## config.mk

```make
export PLATFORM = sky130hd
export DESIGN_NAME = btle_crc24_appender
export DESIGN_NICKNAME = d
export VERILOG_FILES = /design/src/rtl/btle_pkg.sv /design/src/rtl/btle_crc24_lfsr.sv /design/src/rtl/btle_crc24_appender.sv
export SDC_FILE = /design/constraint.sdc
export NUM_CORES = 1
export LEC_CHECK = 0
export ABC_CLOCK_PERIOD_IN_PS = 1900
export CAP_MARGIN = 20
export CELL_PAD_IN_SITES_DETAIL_PLACEMENT = 0
export CELL_PAD_IN_SITES_GLOBAL_PLACEMENT = 1
export CORE_ASPECT_RATIO = 0.6
export CORE_MARGIN = 4
export CORE_UTILIZATION = 25
export CTS_BUF_LIST = sky130_fd_sc_hd__clkbuf_16
export DETAILED_ROUTE_END_ITERATION = 12
export GPL_TIMING_DRIVEN = 0
export PLACE_DENSITY_LB_ADDON = 0.1
export SYNTH_ARGS = -nofsm -noshare
export SYNTH_HDL_FRONTEND = slang
export SYNTH_HIERARCHICAL = 1
export SYNTH_SLANG_ARGS = --single-unit
```

## constraint.sdc

```tcl
create_clock -name clk -period 1.9 [get_ports clk]
set_input_delay 0.475 -clock clk [delete_from_list [all_inputs] [get_ports clk]]
set_output_delay 0.475 -clock clk [all_outputs]
set_load 0.01 [all_outputs]
```

## src/rtl/btle_pkg.sv

```systemverilog
// Shared BTLE constants and types for the transmit-chain CRC blocks.
package btle_pkg;

  localparam int          CRC_LEN       = 24;
  // Feedback taps of x^24+x^10+x^9+x^6+x^4+x^3+x+1 (bits 0,1,3,4,6,9,10).
  localparam logic [23:0] CRC_POLY_TAPS = 24'h00065B;
  // Preset used on advertising channels.
  localparam logic [23:0] ADV_CRC_INIT  = 24'h555555;

  typedef enum logic {
    PASS    = 1'b0,
    CRC_OUT = 1'b1
  } crc_state_e;

endpackage

```

## src/rtl/btle_crc24_lfsr.sv

```systemverilog
// Combinational one-bit step of the BLE CRC-24 LFSR: (s, d) -> s_next.
module btle_crc24_lfsr
  import btle_pkg::*;
(
  input  logic [CRC_LEN-1:0] s,
  input  logic               d,
  output logic [CRC_LEN-1:0] s_next
);

  logic fb;

  assign fb = s[CRC_LEN-1] ^ d;

  // Shift left and fold the feedback into the tap positions; bit 0 of the
  // tap mask places fb into the vacated LSB.
  assign s_next = {s[CRC_LEN-2:0], 1'b0} ^ ({CRC_LEN{fb}} & CRC_POLY_TAPS);

endmodule

```

## src/rtl/btle_crc24_appender.sv

```systemverilog
// Bit-serial BLE CRC-24 appender: passes info bits through with one cycle
// of latency while accumulating the CRC, then emits the 24 CRC bits
// MSB-first at the PHY bit rate and flags the last one.
module btle_crc24_appender
  import btle_pkg::*;
#(
  parameter int CRC_STATE_BIT_WIDTH = 24,
  parameter int CLK_PER_BIT         = 16
) (
  input  logic                           clk,
  input  logic                           rst_n,
  input  logic [CRC_STATE_BIT_WIDTH-1:0] crc_state_init_bit,
  input  logic                           crc_state_init_bit_load,
  input  logic                           info_bit,
  input  logic                           info_bit_valid,
  input  logic                           info_bit_valid_last,
  output logic                           info_bit_after_crc24,
  output logic                           info_bit_after_crc24_valid,
  output logic                           info_bit_after_crc24_valid_last
);

  localparam int                PACE_W   = (CLK_PER_BIT > 1) ? $clog2(CLK_PER_BIT) : 1;
  localparam logic [PACE_W-1:0] PACE_MAX = PACE_W'(CLK_PER_BIT - 1);
  localparam int                EMIT_W   = $clog2(CRC_LEN);
  localparam logic [EMIT_W-1:0] EMIT_MAX = EMIT_W'(CRC_LEN - 1);

  crc_state_e                     state_q, state_d;
  logic [CRC_STATE_BIT_WIDTH-1:0] lfsr_q, lfsr_d, lfsr_step;
  logic [PACE_W-1:0]              pace_q, pace_d;
  logic [EMIT_W-1:0]              emit_q, emit_d;
  logic                           bit_q, bit_d;
  logic                           valid_q, valid_d;
  logic                           last_q, last_d;

  btle_crc24_lfsr u_lfsr (
    .s      (lfsr_q),
    .d      (info_bit),
    .s_next (lfsr_step)
  );

  // Next-state, LFSR, pacing and output decode for both phases of a frame.
  always_comb begin
    // NOTE: every signal gets a default before the case so no path leaves
    // one unassigned; a missing default here would infer a latch.
    state_d = state_q;
    lfsr_d  = lfsr_q;
    pace_d  = pace_q;
    emit_d  = emit_q;
    bit_d   = bit_q;
    valid_d = 1'b0;
    last_d  = 1'b0;

    unique case (state_q)
      PASS: begin
        if (info_bit_valid) begin
          bit_d   = info_bit;
          valid_d = 1'b1;
          lfsr_d  = lfsr_step;
          if (info_bit_valid_last) begin
            state_d = CRC_OUT;
            pace_d  = '0;
            emit_d  = '0;
          end
        end
        // The preset wins over a coincident bit: the bit still passes
        // through but is not folded into the CRC.
        if (crc_state_init_bit_load) begin
          lfsr_d = crc_state_init_bit;
        end
      end

      CRC_OUT: begin
        if (pace_q == PACE_MAX) begin
          pace_d  = '0;
          bit_d   = lfsr_q[CRC_STATE_BIT_WIDTH-1];
          valid_d = 1'b1;
          lfsr_d  = {lfsr_q[CRC_STATE_BIT_WIDTH-2:0], 1'b0};
          emit_d  = emit_q + EMIT_W'(1);
          if (emit_q == EMIT_MAX) begin
            last_d  = 1'b1;
            emit_d  = '0;
            state_d = PASS;
          end
        end else begin
          pace_d = pace_q + PACE_W'(1);
        end
      end

      default: state_d = PASS;
    endcase
  end

  // State and registered outputs; async reset aborts any frame in flight.
  always_ff @(posedge clk or negedge rst_n) begin
    if (!rst_n) begin
      state_q <= PASS;
      lfsr_q  <= '0;
      pace_q  <= '0;
      emit_q  <= '0;
      bit_q   <= 1'b0;
      valid_q <= 1'b0;
      last_q  <= 1'b0;
    end else begin
      // NOTE: non-blocking assignments so every register samples the values
      // from before this edge, independent of statement order.
      state_q <= state_d;
      lfsr_q  <= lfsr_d;
      pace_q  <= pace_d;
      emit_q  <= emit_d;
      bit_q   <= bit_d;
      valid_q <= valid_d;
      last_q  <= last_d;
    end
  end

  assign info_bit_after_crc24            = bit_q;
  assign info_bit_after_crc24_valid      = valid_q;
  assign info_bit_after_crc24_valid_last = last_q;

endmodule

```

==> Yosys cells after proc, flatten, opt, wreduce, memory -nomap -nowiden <==
Index checks and enable logic that the tools add are counted.
{ "classes": {"addsub": 2, "eq_ne": 6, "mux": 27, "bitwise": 3, "reduce_logical": 4} }
{ "ops": {"columns": ["operator", "n"], "rows": [
  ["$mux W24", 3],
  ["$pmux W24 S2", 1],
  ["$xor A24 B11 Y24", 1],
  ["$mux W5", 4],
  ["$mux W4", 3],
  ["$mux W1", 11],
  ["$pmux W5 S2", 1],
  ["$pmux W4 S2", 1],
  ["$pmux W1 S2", 3],
  ["$reduce_and A2 Y1", 3],
  ["$add A5 B1 Y5 const B", 1],
  ["$eq A5 B5 Y1 const B", 1],
  ["$add A4 B1 Y4 const B", 1],
  ["$eq A4 B4 Y1 const B", 1],
  ["$ne A2 B2 Y1 const B", 2],
  ["$ne A3 B3 Y1 const B", 1],
  ["$reduce_and A3 Y1", 1],
  ["$ne A2 B1 Y1 const B", 1],
  ["$not A1 Y1", 1],
  ["$xor A1 B1 Y1", 1]
]} }
{ "totals": {"register_bits": 37, "in_bits": 30, "out_inout_bits": 3, "word_cells": 49} }

==> Depth between registers and ports, before layout <==
Gate-level depths: netlist of run 1.
{ "depth": {"word_depth": 5, "mapped_depth": 6, "ltp_nobuf": 4} }

==> Hierarchy <==
The synthesis of run 1 kept the hierarchy.
{ "by_module_without_submodules": {"columns": ["module", "instances", "cells_each", "area_each_um2", "seq_area_each_um2"], "rows": [
  ["btle_crc24_appender", 1, 193, 2144.6, 925.9],
  ["btle_crc24_lfsr", 1, 27, 305.3, 0.0]
]} }

==> Worst setup path before layout of run 1 <==
OpenSTA, ideal clock, no wires.
{ "synth_path": {"kind": "register to register", "startpoint": "reg pace_q[0]", "endpoint": "reg lfsr_q[0]", "setup_ps": 125, "arrival_time_ps": 1477, "required_ps": 1775, "slack_ps": 298, "path_stages_with_launch": 6, "path_buffers": 1, "synth_period_minus_slack_ps": 1602, "path_cell_list": "dfrtp_1 ha_1 nand3_2 a21oi_4 buf_8 mux2_4"} }
{ "synth_via": {"elab_chain_len": 3} }
{ "synth_lines": {"columns": ["element", "line", "source"], "rows": [
  ["start: declaration", "btle_crc24_appender.sv:29", "logic [PACE_W-1:0] pace_q, pace_d;"],
  ["start signal: assignment", "btle_crc24_appender.sv:108", "pace_q <= pace_d;"],
  ["$eq A4 B4 Y1", "btle_crc24_appender.sv:73", "if (pace_q == PACE_MAX) begin"],
  ["$ne A2 B1 Y1 (no line)", null, null],
  ["$reduce_and A2 Y1 (no line)", null, null],
  ["end signal: assignment", "btle_crc24_appender.sv:107", "lfsr_q <= lfsr_d;"],
  ["end: declaration", "btle_crc24_appender.sv:28", "logic [CRC_STATE_BIT_WIDTH-1:0] lfsr_q, lfsr_d, lfsr_step;"]
]} }
No other way between the ends.
A chain may end at the register's enable or synchronous reset.

==> Worst setup path after layout of run 1 <==
{ "layout_path": {"startpoint": "reg pace_q[0]", "endpoint": "reg lfsr_q[7]"} }
The elaborated chain is that of the path after synthesis.

==> impl_metrics.toml, run 1 <==
[sta]
setup_slack_ps = 158
finalSetupViolCount = 0
hold_ws_ps = 120
finalCriticalPeriod_ps = 1740
fin_skew_ps = 4.49
rsz0062_at_grt = "no"
tightest_slew_ps = 501
hold_viol = 0
tns_ps = 0
timing.fmax_mhz = 574
slew_viol_final = 0
maxSlewHeadroom_pct = 66.6
finalCritPeriodShare_pct = 91.7

[yosys]
yosys_warnings = 6
synth_xor_area_share_pct = 6.89
yosys.area.top_type = "dfrtp_1"
synthTopCellsByArea = "dfrtp_1 38%, mux2_4 12%, mux2i_1 10%"
syn_avg_cell_area_um2 = 11.1
synth_top_area_share_pct = 37.8
muxShareOfSynthArea_pct = 24.3
syn_nets = 252
ys_seq_elements = 37
synth_sequential_area_ratio_pct = 37.8
syn_area_um2 = 2450
synthSimpleGateAreaFrac_pct = 9.86
synth_top_family_by_area = "multiplexers"
synth_cells = 220
ys_types = 34
synth_fa_ha_area_share_pct = 1.02
synth_compound_area_share_pct = 9.81

[placement]
dp_cells = 382
gp_congestion = 0.693
dp_hpwl_um = 3960
portBuffers = 31
placement.cell_area_um2 = 2940
place_ws_ps = -296

[layout]
instances_no_fill = 396
final_nets = 297
n_antenna_cell = 0
design_area_um2 = 3120
utilization_pct = 33.4
final_common_cell = "dfrtp_1"
drive_gt1_share_pct = 27.1
final_cell_mix = "37 x dfrtp_1, 29 x buf_4, 29 x clkdlybuf4s50_1"
syn_to_final_growth_pct = 27.5

[clock_network]
cts_tree = "yes"
cts_made_buffers = 5
h-tree-depth = 2
cts-root-buf = "clkbuf_16"
clk_latency_ps = 280
clk_path_buf_depth = 2
path_clk_slew_ps = 60
cts.sinks = 37

[power_and_ir_drop]
p_leak_nw = 1.47
p_total_mw = 4.28
vdd_drop_max_uv = 380
power_density_nw_per_um2 = 1370

[floorplan]
die_area_um2 = 11500
die_w_um = 136
ios = 33
die_h_um = 84.7
core_area_um2 = 9360
start_util_pct = 26.2
rows = 27

[outcome]
status = "completed"

[drt]
firstDrtPassIters = 4
via_count = 1689
initialDrtViolationCount = 85
ant_nets = 0
vias_per_cell = 4.27
drt-wirelength-per-cell_um = 14.3
drt_wl_total_um = 5650
drcViolationCount = 0

[grt]
grt_max_degree = 24
grt_pass1_wl_um = 9190
antenna_found_initial = 0
grt_pass1_vias = 1696
overflow = 0
globalRouteTotalUtil_pct = 10.5

[worst_setup_path]
cp_data_required_time_ps = 2070
worstSetupStartpoint = "pace_q[0]"
endpoint = "lfsr_q[7]"
path_class = "reg2reg"
r2r-end = "lfsr_q[7]"
crit_path_max_fanout = 10
endpoint_kind = "register"
r2r_cells = 5
start_kind = "register"
rr_startpoint = "pace_q[0]"
critPathArrivalTime_ps = 1910
rrSetupSlack_ps = 160

[job]
maxCapViolCount = 0

[min_path]
worst_hold_path_type = "in2async"
layer usage:
layer  share of wire (%)  track usage [%]  vias to the layer above
li1                    -                -                      845
met2                  38             13.9                       24
met1                  56             15.7                      813
met5                   0                0                        -
met3                 4.1             3.29                        7
met4                 1.3             3.57                        0
cell usage after synthesis, drive strengths merged:
cell type / instances
xor2: 3
nand4: 3
o211ai: 2
a22o: 3
clkbuf: 3
nor3b: 1
nor2: 4
a211oi: 2
a211o: 1
nand3b: 1
mux2: 24
nand2: 28
nand2b: 4
ha: 2
buf: 30
o21ai: 27
and2: 1
mux2i: 25
nor3: 1
nand3: 4
nand4b: 1
xor3: 6
dfrtp: 37
o2bb2ai: 1
inv: 2
a21oi: 4
cell families (layout without fill, tap and decap cells):
group	Yosys count	in the layout
AOI/OAI and AO/OA	40	40
and+or+nand+nor	48	48
adders and majority gates	2	2
buffers and inverters	35	81
DFF	37	37
muxes	49	49
xor gates and xnor gates	9	9
critical path, cell delays in order (launching register included):
cell and delay [ps]:
dfrtp_1 400, ha_1 280, nand3_2 140, a21oi_4 280, buf_8 210, mux2_4 310
state kept, by name (all words and copies together), names as in the netlist:
name / flops
state_q: 1
info_bit_after_crc24: 1
info_bit_after_crc24_valid: 1
pace_q: 4
lfsr_q: 24
info_bit_after_crc24_valid_last: 1
emit_q: 5
worst min-delay path by stage:
stage,from,to,slack (ps)
2_1_floorplan,rst_n,emit_q[0],180
3_3_place_gp,lfsr_q[6],lfsr_q[6],510
3_5_place_dp,rst_n,pace_q[1],430
4_1_cts,rst_n,lfsr_q[14],130
5_1_grt,rst_n,lfsr_q[14],140
6_report,rst_n,pace_q[1],120
final cells by class:
type | instances | area (um^2)
Fill cell | 991 | 6230
Multi-Input combinational cell | 148 | 1270
Sequential cell | 37 | 926
Timing Repair Buffer | 38 | 373
Buffer | 33 | 245
Tap cell | 130 | 163
Clock buffer | 5 | 125
Clock inverter | 3 | 13.8
Inverter | 2 | 7.51
power by group:
part / internal [mW] / switching, mW
logic: 1.33 / 0.696
registers: 1.14 / 0.300
clock network: 0.477 / 0.335
what timing repair did:
item | CTS | global route
setup endpoints to repair | 1 | 17
pin swaps | 0 | 2
setup buffers | 1 | 5
hold buffers | 0 | 0
resized for setup | 0 | 1
(Power assumes the default switching activity.)
==> inputs of run 2 (changes only) <==
--- a/config.mk
+++ b/config.mk
@@ -15,7 +15,8 @@
 export CTS_BUF_LIST = sky130_fd_sc_hd__clkbuf_16
 export DETAILED_ROUTE_END_ITERATION = 12
 export GPL_TIMING_DRIVEN = 0
-export PLACE_DENSITY_LB_ADDON = 0.1
+export PLACE_DENSITY = 0.47
+export SKIP_LAST_GASP = 1
 export SYNTH_ARGS = -nofsm -noshare
 export SYNTH_HDL_FRONTEND = slang
 export SYNTH_HIERARCHICAL = 1
==> run 2 against run 1 <==
  * First-iteration DRC count increased by 40%
  * Die area unchanged
  * Hold slack got worse by 110 ps
  * Clock skew decreased by 2.2 ps
  * Sequential share of layout area increased by 0.43 points
  * Utilization decreased by 0.48 points
  * Flip-flop and latch count unchanged
  * Fmax decreased by 4.1%
  * Critical endpoint is now lfsr_q[11]
==> impl_metrics.toml, run 2 (same netlist as run 1, synthesis figures left out) <==
[sta]
slew_viol_final = 0
fin_skew_ps = 2.25
finalCriticalPeriod_ps = 1820
maxSlewHeadroom_pct = 65.3
timing.fmax_mhz = 550
finalCritPeriodShare_pct = 95.6
hold_viol = 0
rsz0062_at_grt = "no"
finalSetupViolCount = 0
tightest_slew_ps = 521

[power_and_ir_drop]
clkPwrFrac_pct = 18.8
vdd_drop_max_uv = 435
seqPwrFrac_pct = 33.8
p_leak_nw = 1.44
p_comb_share_pct = 47.4
p_total_mw = 4.23
p_int_mw = 2.91
switching_share_pct = 31.3
power_density_nw_per_um2 = 1380
p_switching_mw = 1.33

[grt]
antenna_found_initial = 0
globalRouteTotalUtil_pct = 10.2
overflow = 0
grt_pass1_vias = 1676
grt_pass1_wl_um = 9160
grt_max_degree = 35

[placement]
portBuffers = 31
dp_cells = 382
gp_congestion = 0.691
dp_hpwl_um = 3880

[worst_setup_path]
path_class = "reg2reg"
r2r-end = "lfsr_q[11]"
crit_path_cell_trace = "ha_1 > nand3_2 > a21oi_4 > buf_8 > mux2_4"
r2r_cells = 5
crit_path_max_fanout = 10
max_stage_delay_ps = 410
slowest_stage = "dfrtp_1"
crit_buf_inv = 1
rrSetupSlack_ps = 80
critPathArrivalTime_ps = 1980
cp_data_required_time_ps = 2060
rr_startpoint = "pace_q[0]"
endpoint_kind = "register"
critPathTopFamily = "flip-flops"
start_kind = "register"

[floorplan]
start_util_pct = 26.2
die_h_um = 84.7
core_area_um2 = 9360
die_w_um = 136
ios = 33
die_area_um2 = 11500
rows = 27

[layout]
n_antenna_cell = 0
syn_to_final_growth_pct = 25.7
final_nets = 291
fillers = 948
multiInputGateArea_um2 = 1270
final_common_cell = "dfrtp_1"
largest_reg_flops = 24
drive_gt1_share_pct = 25.4
top_register = "lfsr_q"
instances_no_fill = 390
reg_top3 = "lfsr_q (24), emit_q (5), pace_q (4)"
final_cell_mix = "37 x dfrtp_1, 29 x clkdlybuf4s50_1, 28 x nand2_1"
seq_area_um2 = 926

[drt]
initialDrtViolationCount = 119
drt-wirelength-per-cell_um = 14.3
via_count = 1652
firstDrtPassIters = 5
vias_per_cell = 4.24
ant_nets = 0
drt_wl_total_um = 5590
drcViolationCount = 0

[clock_network]
clk_path_buf_depth = 2
path_clk_slew_ps = 60
h-tree-depth = 2
clk_latency_ps = 280
cts.sinks = 37
cts_made_buffers = 5
cts-root-buf = "clkbuf_16"
cts_tree = "yes"

[min_path]
worst_hold_path_type = "in2async"

[outcome]
status = "completed"

[job]
maxCapViolCount = 0
-- run 2: stage by stage --
stage          setup WS, ps  utilization (%)  instance area (um^2)  setup TNS (ps)  hold slack [ps]
2_1_floorplan           298                -                  2450               0              179
3_3_place_gp           -850             31.2                  2920          -36720              519
3_5_place_dp           -282             31.4                  2940           -4740              309
4_1_cts                7.93             32.9                  3080               0             9.20
5_1_grt                2.13             32.9                  3080               0             7.80
6_report               82.7             32.9                  3080               0             8.86
-- run 2: repair_timing --
action | in CTS | in global routing
hold buffers | 0 | 0
setup buffers | 0 | 0
hold endpoints to repair | 0 | 0
endpoints found under the setup margin | 0 | 22
resized for setup | 0 | 2
-- run 2: worst max path at each step --
stage / to / start / slack [ps] / cells past startpoint
global route: lfsr_q[21] / pace_q[0] / 2 / 5
CTS: lfsr_q[6] / info_bit / 8 / 6
finish: lfsr_q[11] / pace_q[0] / 80 / 5
global placement: emit_q[3] / rst_n / -850 / 1
floorplan: lfsr_q[0] / pace_q[0] / 300 / 5
detailed placement: lfsr_q[6] / info_bit / -280 / 6
-- run 2: power groups by stage --
stage | clock network, mW | registers (mW) | logic, mW
after floorplan | 0 | 1.37 | 1.69
after CTS | 0.831 | 1.43 | 2.03
after detailed placement | 0 | 1.44 | 2.00
after global placement | 0 | 1.45 | 2.00
final | 0.796 | 1.43 | 2.01
after global routing | 0.863 | 1.49 | 2.23
-- run 2: worst register-to-register path, cell delays in order, from the launching register on --
cell and delay, ps:
dfrtp_1 410, ha_1 290, nand3_2 150, a21oi_4 320, buf_8 220, mux2_4 320
-- run 2: layout make-up --
class	count	area share (%)
Sequential cell	37	30.1
Buffer	33	7.96
Clock buffer	5	4.06
Timing Repair Buffer	32	10.6
Tap cell	130	5.28
Multi-Input combinational cell	148	41.3
Clock inverter	3	0.447
Inverter	2	0.244
-- run 2: metal layers --
layer  up-vias  track usage (%)  wire length, um
met5         -                0                0
met4         0             2.20               38
met3         5             3.29              242
met2        26             13.3             2150
met1       788             16.1             3160
li1        833                -                -
